`src/rtl/uart_rx_frontend.sv`:
```
// 8N1 UART receiver: synchronises RX_LINE, samples bits at mid-period and
// emits good bytes as single-cycle RX_VALID pulses, framing errors separately.
module uart_rx_frontend #(
    parameter int unsigned CLKS_PER_BIT = 868
) (
    input  logic       clock,
    input  logic       reset,
    input  logic       RX_LINE,
    output logic [7:0] RX_DATA,
    output logic       RX_VALID,
    output logic       RX_FRAME_ERR,
    output logic       RX_BUSY
);

    localparam int unsigned CNT_W     = 16;
    localparam int unsigned STATE_W   = 3;
    localparam int unsigned BIT_IDX_W = 3;

    localparam logic [STATE_W-1:0] S_IDLE  = 3'd0;
    localparam logic [STATE_W-1:0] S_START = 3'd1;
    localparam logic [STATE_W-1:0] S_DATA  = 3'd2;
    localparam logic [STATE_W-1:0] S_STOP  = 3'd3;
    localparam logic [STATE_W-1:0] S_BREAK = 3'd4;

    localparam logic [CNT_W-1:0] HALF_LAST = CNT_W'(CLKS_PER_BIT / 2 - 1);
    localparam logic [CNT_W-1:0] BIT_LAST  = CNT_W'(CLKS_PER_BIT - 1);

    logic                 rx_meta;
    logic                 rx_s;
    logic [STATE_W-1:0]   state;
    logic [STATE_W-1:0]   state_nxt;
    logic [CNT_W-1:0]     cnt;
    logic [CNT_W-1:0]     cnt_nxt;
    logic [BIT_IDX_W-1:0] bit_idx;
    logic [BIT_IDX_W-1:0] bit_idx_nxt;
    logic [7:0]           shift;
    logic [7:0]           shift_nxt;
    logic [7:0]           data_nxt;
    logic                 valid_nxt;
    logic                 ferr_nxt;

    // Two-flop synchroniser; idle level is high
    always_ff @(posedge clock or posedge reset) begin
        if (reset) begin
            rx_meta <= 1'b1;
            rx_s    <= 1'b1;
        end else begin
            rx_meta <= RX_LINE;
            rx_s    <= rx_meta;
        end
    end

    always_ff @(posedge clock or posedge reset) begin
        if (reset) begin
            state <= S_IDLE;
        end else begin
            state <= state_nxt;
        end
    end

    // Next-state, counters and output pulses
    always_comb begin
        state_nxt   = state;
        cnt_nxt     = cnt + CNT_W'(1);
        bit_idx_nxt = bit_idx;
        shift_nxt   = shift;
        data_nxt    = RX_DATA;
        valid_nxt   = 1'b0;
        ferr_nxt    = 1'b0;

        case (state)
            S_IDLE: begin
                cnt_nxt = '0;
                if (!rx_s) begin
                    state_nxt = S_START;
                end
            end
            S_START: begin
                if (cnt == HALF_LAST) begin
                    cnt_nxt = '0;
                    if (!rx_s) begin
                        state_nxt   = S_DATA;
                        bit_idx_nxt = '0;
                    end else begin
                        state_nxt = S_IDLE;
                    end
                end
            end
            S_DATA: begin
                if (cnt == BIT_LAST) begin
                    cnt_nxt            = '0;
                    shift_nxt[bit_idx] = rx_s;
                    if (bit_idx == BIT_IDX_W'(7)) begin
                        state_nxt   = S_STOP;
                        bit_idx_nxt = '0;
                    end else begin
                        bit_idx_nxt = bit_idx + BIT_IDX_W'(1);
                    end
                end
            end
            S_STOP: begin
                if (cnt == BIT_LAST) begin
                    cnt_nxt = '0;
                    if (rx_s) begin
                        data_nxt  = shift;
                        valid_nxt = 1'b1;
                        state_nxt = S_IDLE;
                    end else begin
                        ferr_nxt  = 1'b1;
                        state_nxt = S_BREAK;
                    end
                end
            end
            S_BREAK: begin
                cnt_nxt = '0;
                if (rx_s) begin
                    state_nxt = S_IDLE;
                end
            end
            default: begin
                cnt_nxt   = '0;
                state_nxt = S_IDLE;
            end
        endcase
    end

    // Busy is registered from the next state so it drops with RX_VALID
    always_ff @(posedge clock or posedge reset) begin
        if (reset) begin
            cnt          <= '0;
            bit_idx      <= '0;
            shift        <= '0;
            RX_DATA      <= 8'h00;
            RX_VALID     <= 1'b0;
            RX_FRAME_ERR <= 1'b0;
            RX_BUSY      <= 1'b0;
        end else begin
            cnt          <= cnt_nxt;
            bit_idx      <= bit_idx_nxt;
            shift        <= shift_nxt;
            RX_DATA      <= data_nxt;
            RX_VALID     <= valid_nxt;
            RX_FRAME_ERR <= ferr_nxt;
            RX_BUSY      <= (state_nxt != S_IDLE);
        end
    end

endmodule

```
`config.mk`:
```
export PLATFORM = sky130hd
export DESIGN_NAME = uart_rx_frontend
export DESIGN_NICKNAME = d
export VERILOG_FILES = /design/src/rtl/uart_rx_frontend.sv
export SDC_FILE = /design/constraint.sdc
export NUM_CORES = 1
export LEC_CHECK = 0
export BUFFER_PORTS_ARGS = -buffer_cell sky130_fd_sc_hd__buf_2
export CAP_MARGIN = 10
export CORE_MARGIN = 2
export CORE_UTILIZATION = 63
export CTS_CLUSTER_DIAMETER = 200
export DETAILED_ROUTE_END_ITERATION = 12
export PLACE_DENSITY = 0.83
export SYNTH_ARGS = -nofsm -noshare
export SYNTH_HDL_FRONTEND = slang
export SYNTH_SLANG_ARGS = --single-unit
```
`constraint.sdc`:
```
create_clock -name clock -period 5.25 [get_ports clock]
set_input_delay 0.2625 -clock clock [delete_from_list [all_inputs] [get_ports clock]]
set_output_delay 0.2625 -clock clock [all_outputs]
set_load 0.01 [all_outputs]
```
* After elaboration in Yosys (flattened, before gate mapping)
Index checks and enable logic that the tools add are counted.
** Storage, ports and cells
- Latch bits :: 0
- Memories kept :: 0
- ROM bits :: 0
- Register bits after elaboration :: 43
- Input port bits :: 3
- Word-level logic and storage cells :: 58
- Bits in writable memories :: 0
- Output and inout port bits :: 11
** Cells by class
- Eq/ne operators :: 10
- $mul :: 0
- Divide/modulo/power cells :: 0
- Magnitude comparators :: 2
- Reduce and logical (&&, ||, !) cells :: 8
- Shift operators :: 0
- Multiplexer cells :: 26
- Add/sub/neg operators :: 2
- Bitwise gates (word level) :: 0
** Operator list (number)
- $mux W3 :: 11
- $mux W16 :: 2
- $pmux W16 S2 :: 1
- $add A16 B1 Y16 const B :: 1
- $eq A16 B10 Y1 const B :: 1
- $eq A16 B9 Y1 const B :: 1
- $pmux W3 S5 :: 1
- $bwmux W8 :: 1
- $mux W1 :: 7
- $eq A3 B2 Y1 const B :: 2
- $eq A3 B3 Y1 const B :: 2
- $ne A2 B2 Y1 const B :: 3
- $pmux W3 S2 :: 1
- $lt A3 B4 Y1 const B :: 1
- $reduce_and A4 Y1 :: 1
- $add A3 B1 Y3 const B :: 1
- $demux W1 S3 :: 1
- $eq A3 B1 Y1 const B :: 1
- $ge A3 B1 Y1 const B :: 1
- $logic_not A3 Y1 :: 1
- $reduce_and A3 Y1 :: 1
- $reduce_bool A3 Y1 :: 1
- $mux W2 :: 1
- $reduce_and A2 Y1 :: 1
- 3 further kinds :: 3

* Longest topological paths before layout
Gate-level depths: netlist of the first run.
- Word-level depth :: 5
- Gate-level depth with buffers :: 8
- Depth with buffers taken out :: 7

* Worst setup path before layout of the first run
No wires, ideal clock.
- Kind :: reg2reg
- From :: register cnt[14]
- To :: register shift[2]
- Data arrival time :: 2139 ps
- Cell stages (with the launch flop) :: 6
- Data required time :: 5125 ps
- Path slack :: 2986 ps
- Period minus slack after synthesis :: 2264 ps
- Buffers on the path :: 0
- Setup time :: 125 ps
- Cells stage by stage :: dfrtp_1 or4_4 nor4_4 nand3b_1 nor3b_1 mux2_2
** On the way
- Cells in the longest elaborated chain, start to end :: 2
** Ends and longest elaborated chain
- start: declaration :: RTL line 32 : logic [CNT_W-1:0] cnt;
- start signal: assignment :: RTL line 138 : cnt <= cnt_nxt;
- $eq A16 B10 Y1 :: RTL line 90 : if (cnt == BIT_LAST) begin
- $reduce_and A2 Y1 (no line)
- end signal: assignment :: RTL line 140 : shift <= shift_nxt;
- end: declaration :: RTL line 36 : logic [7:0] shift;
No other way between the ends.
A chain may end at the register's enable or synchronous reset.

* Worst setup path after layout of the first run
- From :: register cnt[14]
- To :: register cnt[5]
** On the way
- Cells in the longest elaborated chain, start to end :: 3
- Elaborated cells between the ends (all ways) :: 5
- Classes of those cells :: 2 x eq/ne; 3 x mux
** Ends and longest elaborated chain
- $eq A16 B10 Y1 / $eq A16 B9 Y1 (equally long branches) :: RTL line 90, 102, 79
- $mux W16 (on tied branches) :: RTL line 90, 102, 79
- $pmux W16 S2 * :: RTL line 71 : case (state)
- named net cnt_nxt[5] :: RTL line 33 : logic [CNT_W-1:0] cnt_nxt;
The timed path passes the listed nets; every way through them passes the cells marked *.

==> run summary, run 1 <==
Most numerous cell in the Yosys netlist: dfrtp_1
CTS root buf: clkbuf_4
Crit path launch type: register
ANT cells: 0
Vias in the first global route: 1356
Post-DRT Antenna Nets: 0
PD cells: 231 nW/um2
I/O pin total: 14
HP Class: in2async
CP arrival: 2.74 ns
Via-to-Cell Ratio: 5.70
Share of the synthesized area in the top cell type: 50.3%
Worst-path cell chain: or4_4 -> nor4_1 -> or3b_2 -> a21o_1 -> nor2_1
Synth area leader: dfrtp_1
Sink Count: 43
DR WL/cell: 14.4 um
Max Slew Vio Count: 0
Top cells by area, synth: dfrtp_1 50%, mux2_2 8.3%, nor2_1 5.0%
IO buf count: 13
Syn Inst Count: 185
Setup TNS: 0 ns
Number of synthesized flops with an enable pin: 0
Synth Register Bits: 43
DRC: 0
Total Routing Usage GR: 23.4%
Synth async-reset ratio: 100%
Fmax: 397 MHz
GP Congestion: 0.859
CP Class: reg2reg
CTS tree: done
Hold Vio Cnt, Final: 0
Synth-to-Final Area Change: 8.16%
Setup ws final: 2.73 ns
Slowest stage delay, CP: 0.58 ns
Mapped cell area: 2040 um2
Fin area: 2210 um2
Placed cell area: 2140 um2
Synth warn: 0
Bufs and invs on worst path: 0
Synth cell count leaders: 41 x dfrtp_1, 27 x nor2_1, 15 x mux2_2, 12 x nand2_1, 9 x nand3_1
Height of the die: 60.9 um
CP Depth: 5
CP delay by family, top: simple AND/OR/NAND/NOR gates
Max-cap violations: 0
Core Region: 3080 um2
TritonRoute pass-1 iters: 4
Max-slew headroom: 50.6%
Crit path required time: 5.47 ns
Util after Layout: 71.7%
Starting Density: 66.3%
Worst skew pair latency: 0.36 ns
Unrepaired setup endpoints after global routing: false
Pwr Total: 0.510 mW
Placement Setup Slack: 2.79 ns
Post_cts resized: 0
Max Root-Sink Buffers: 2
Worst Tran Pin Value: 0.740 ns
Overflow after GRT: 0
Final min period: 2.52 ns
Setup-failing EPs final: 0
Seq/Total Area, Yosys: 52.9%
Period Utilization, post-route: 48.0%
Nets: 206
Mean Syn Cell Area: 11.0 um2
CTS Buf Count: 5
WL final: 3.51 mm
Total Die Area: 3710 um2
HPWL after DPL: 2.45 mm
# H-tree levels: 2
Layout cell share with drive strength beyond 1: 23.5%
Largest net degree at the start of global routing: 44
Worst reg2reg path depth: 5
Unique cell type count in the Yosys netlist: 36
Reg clk slew, reported paths: 0.13 ns
Status: complete, no violations
VDD IR-drop max: 0.177 mV
Slowest CP cell: or4_4
Clock skew: 0.0162 ns
Largest fanout on the critical path: 16
Ys flop type: dfrtp_1
Die Width: 60.9 um
Worst setup EP type: register
R2R Setup Slk: 2.73 ns
Synth Net Count: 192
Std-Cell Rows: 20
Initial antenna violation count: 0
Via count: 1392
DRT iter0 DRCs: 58
Global-route wire length before repair: 6.19 mm
Lkg Pwr: 1.08 nW
## where the power goes
group	internal (mW)	switching (mW)	total [mW]
registers	0.333	0.00141	0.334
logic	0.00189	0.00672	0.00861
clock network	0.0650	0.103	0.168
total	0.399	0.111	0.510
## worst register-to-register path: cells and delay by family, from the launching register on
kind            cells  cell delay, ns
compound gates      1            0.46
flops               1            0.42
simple gates        4            1.51
## area by class of cell
cell class	count	area, um2
Clock buffer	7	55.1
Clock inverter	1	5.00
Fill cell	226	872
Inverter	7	26.3
Multi-Input combinational cell	127	903
Sequential cell	43	1080
Tap cell	44	55.1
Timing Repair Buffer	15	82.6
## kinds of logic (layout without fill, tap and decap cells)
| kind of cell | Yosys count | after routing | share of synthesized area [%] |
|---|---|---|---|
| flops | 43 | 43 | 52.9 |
| simple gates | 81 | 81 | 22.1 |
| xor+xnor | 14 | 14 | 6.01 |
| fa+ha+maj | 4 | 4 | 2.45 |
| buf+inv | 15 | 30 | 2.82 |
| compound gates | 9 | 9 | 3.31 |
| mux | 19 | 19 | 10.4 |
## what timing repair did
action	CTS	global route
endpoints found under the hold margin	1	0
hold buffers	1	0
buffers inserted	0	0
## placed cells by master, fill, tap and decap left out, types with 4 or more instances in the layout
cell type  Yosys  routed
dfrtp_1       41      41
xor2_1         7       7
nand2_1       12      12
mux2_2        15      15
nor2_1        27      27
clkbuf_4       0       5
nor3b_1        4       4
xnor2_1        7       7
nand4_1        5       5
and3_1         5       5
buf_2          1      13
ha_1           4       4
nand3_1        9       9
inv_1          7       7
## sequential cells by signal, indices dropped and copies added, names as in the netlist
signal        count
cnt              16
RX_DATA           8
shift             8
bit_idx           3
state             3
RX_BUSY           1
RX_FRAME_ERR      1
RX_VALID          1
rx_meta           1
rx_s              1
## layer usage
| metal | up-vias | share of wire [%] | routed length, um | track usage [%] |
|---|---|---|---|---|
| li1 | 665 | - | - | - |
| met5 | - | 0 | 0 | 0 |
| met4 | 0 | 3.1 | 107 | 15.8 |
| met3 | 9 | 3.6 | 126 | 4.48 |
| met1 | 687 | 48 | 1670 | 31.4 |
| met2 | 31 | 46 | 1600 | 34.4 |
## final timing paths
path / startpoint / end
worst max register to register: cnt[14] / cnt[5]
worst max-delay path: cnt[14] / cnt[5]
worst min register to register: rx_meta / rx_s
max in group asynchronous: reset / rx_s
worst min-delay path: reset / shift[4]
min in group clock: rx_meta / rx_s
## stage by stage
| step | cells | hold WS (ns) |
|---|---|---|
| floorplan | 185 | 0.267 |
| global placement | 235 | 0.347 |
| detailed placement | 235 | 0.349 |
| CTS | 244 | 0.0328 |
| global route | 244 | 0.0761 |
| finish | 244 | 0.0161 |
Note: power is estimated with default switching activity, not from simulation.
==> inputs of run 2 (changes only) <==
Settings changed: ABC_AREA from default to 1, CORE_UTILIZATION 63 to 60, PLACE_DENSITY 0.83 to 0.79.
Clock period 5.25 ns to 2.6 ns, I/O delays scaled along.
==> run summary, run 2 <==
Status: complete, no violations
Clock skew: 0.00885 ns (-0.00737 ns)
Post-DRT Antenna Nets: 0 (unchanged)
Post-CTS Setup Inserts: 0 (unchanged)
Synth Net Count: 290 (+51%)
Worst reg2reg path depth: 10 (+5)
Worst skew pair latency: 0.30 ns (-0.06 ns)
Hold_ws: 0.359 ns (+0.342 ns)
Mapped cell area: 2250 um2 (+10%)
Share of the synthesized area in the top cell type: 45.5% (-4.8 points)
Sink Count: 43 (unchanged)
Most common cell after layout, fill and taps aside: nand2_1
Worst Min Path Start: rx_meta
Fmax: 586 MHz (+48%)
Vias in the first global route: 1682 (+24%)
I/O pin total: 14 (unchanged)
DRT iter0 DRCs: 146 (+150%)
Top flop regs: cnt (16), RX_DATA (8), shift (8)
Synth area leader: dfrtp_1
Ys flop type: dfrtp_1
IO buf count: 13 (unchanged)
PD cells: 464 nW/um2 (+100%)
Die Width: 65.3 um (+7.2%)
Largest fanout on the critical path: 14 (-2)
Synth Register Bits: 43 (unchanged)
CTS tree: done
Largest net degree at the start of global routing: 26 (-41%)
Initial antenna violation count: 0 (unchanged)
Overflow after GRT: 0 (unchanged)
WL final: 4.00 mm (+14%)
Crit path launch type: register
Final min period: 1.71 ns (-0.813 ns)
Top cells by area, synth: dfrtp_1 46%, nand2_1 12%, nor2_1 6.5%
Commonest non-fill, non-tap cells in the layout: 74 x nand2_1, 41 x dfrtp_1, 39 x nor2_1
Synth cell count leaders: 74 x nand2_1, 41 x dfrtp_1, 39 x nor2_1, 29 x inv_1, 25 x nand3_1
Placement Setup Slack: 0.903 ns (-1.89 ns)
Hold endpoint: rx_s
Worst setup EP type: register
Hold path depth: 0
Total Die Area: 4260 um2 (+15%)
Most flops, register: cnt
Synth-to-Final Area Change: 10.2%
Mean Syn Cell Area: 7.96 um2 (-28%)
Hold_buf cts: 2 (+1)
ANT cells: 0 (unchanged)
Seq/Total Area, Yosys: 47.9% (-5.0 points)
DR WL/cell: 11.3 um (-21%)
Std-Cell Rows: 22 (+10%)
Total Routing Usage GR: 22.2% (-1.2 points)
VDD IR-drop max: 0.295 mV (+67%)
Max-slew headroom: 57.1% (+6.5 points)
Post_cts resized: 0 (unchanged)
Placed cell area: 2360 um2 (+11%)
CP Class: reg2reg
Setup ws final: 0.894 ns (-1.84 ns)
DRC: 0 (unchanged)
Lkg Pwr: 1.20 nW (+12%)
Nets: 311 (+51%)
CTS Buf Count: 5 (unchanged)
Crit path required time: 2.78 ns (-2.69 ns)
Synth warn: 0 (unchanged)
Core Region: 3630 um2 (+18%)
Starting Density: 62.0% (-4.2 points)
HPWL after DPL: 3.00 mm (+22%)
Height of the die: 65.3 um (+7.2%)
Hold Vio Cnt, Final: 0 (unchanged)
GP Congestion: 0.862 (+0.35%)
Reg clk slew, reported paths: 0.08 ns (-0.05 ns)
Via count: 1793 (+29%)
Number of synthesized flops with an enable pin: 0 (unchanged)
Period Utilization, post-route: 65.6% (+18 points)
Worst Tran Pin Value: 0.640 ns (-0.100 ns)
HP Class: reg2reg
Setup TNS: 0 ns (unchanged)
Largest register FFs: 16 (unchanged)
Layout cell share with drive strength beyond 1: 18.7% (-4.8 points)
Max Root-Sink Buffers: 2 (unchanged)
Max-cap violations: 0 (unchanged)
Max Slew Vio Count: 0 (unchanged)
Most numerous cell in the Yosys netlist: nand2_1
Unrepaired setup endpoints after global routing: false
Syn Inst Count: 283 (+53%)
RR Endpoint: cnt[8]
Worst r2r src: cnt[0]
Setup-failing EPs final: 0 (unchanged)
Unique cell type count in the Yosys netlist: 29 (-19%)
Pwr Total: 1.15 mW (+130%)
Synth async-reset ratio: 100% (unchanged)
Fin area: 2480 um2 (+13%)
R2R Setup Slk: 0.89 ns (-1.84 ns)
TritonRoute pass-1 iters: 4 (unchanged)
Via-to-Cell Ratio: 5.08 (-11%)
CP arrival: 1.89 ns (-0.85 ns)
Filler cell count: 338 (+50%)
CTS root buf: clkbuf_8
# H-tree levels: 2 (unchanged)
Global-route wire length before repair: 7.29 mm (+18%)
==> run 2: worst max-delay path by stage <==
stage	from	to	slack, ns	cells after the start
finish	cnt[0]	cnt[8]	0.89	10
global route	cnt[0]	cnt[8]	0.70	10
CTS	cnt[0]	cnt[8]	0.89	10
detailed placement	cnt[0]	cnt[8]	0.90	10
global placement	cnt[0]	cnt[10]	0.95	8
floorplan	cnt[0]	cnt[15]	1.05	11
==> run 2: per-layer routing <==
layer / vias up / routed length, um / global-route usage, %
met5: - / 0 / 0
met4: 0 / 88 / 10.7
met2: 41 / 1760 / 34.1
met3: 10 / 167 / 3.60
li1: 937 / - / -
met1: 805 / 1980 / 30.8
==> run 2: cell families (layout without fill, tap and decap cells) <==
logic type      after synthesis  after routing  synth area share, %
fa+ha+maj                     4              4                 2.22
simple gates                177            177                 36.4
flops                        43             43                 47.9
xor+xnor                      5              5                 1.94
compound gates               18             18                 4.61
buf+inv                      36             58                 7.00
==> run 2: final cells by class <==
type / count / area, um2 / share of cell area [%]
sequential: 43 / 1080 / 43.4
multi-input combinational: 204 / 1020 / 41.0
inverter: 33 / 128 / 5.14
clock buffer: 8 / 100 / 4.03
timing repair buffer: 17 / 100 / 4.03
tap: 48 / 60.1 / 2.42
==> run 2: metrics by stage <==
stage,utilization (%),cells
finish,68.4,353
global route,68.4,353
CTS,68.4,353
detailed placement,65.0,343
global placement,65.0,343
floorplan,-,283
==> run 2: report_power, final <==
part,switching (mW),internal [mW],total [mW]
clock network,0.217,0.242,0.460
logic,0.0149,0.00454,0.0195
registers,0.00144,0.671,0.673
total,0.234,0.918,1.15
==> run 2: worst max-delay path, stage by stage (launching register included) <==
cell,delay (ns)
dfrtp_1,0.45
ha_1,0.31
inv_2,0.04
nor2_1,0.08
nand2_1,0.09
nor2_4,0.15
nand2_2,0.08
nand2_2,0.08
nand2_2,0.07
inv_4,0.18
nor3_1,0.08
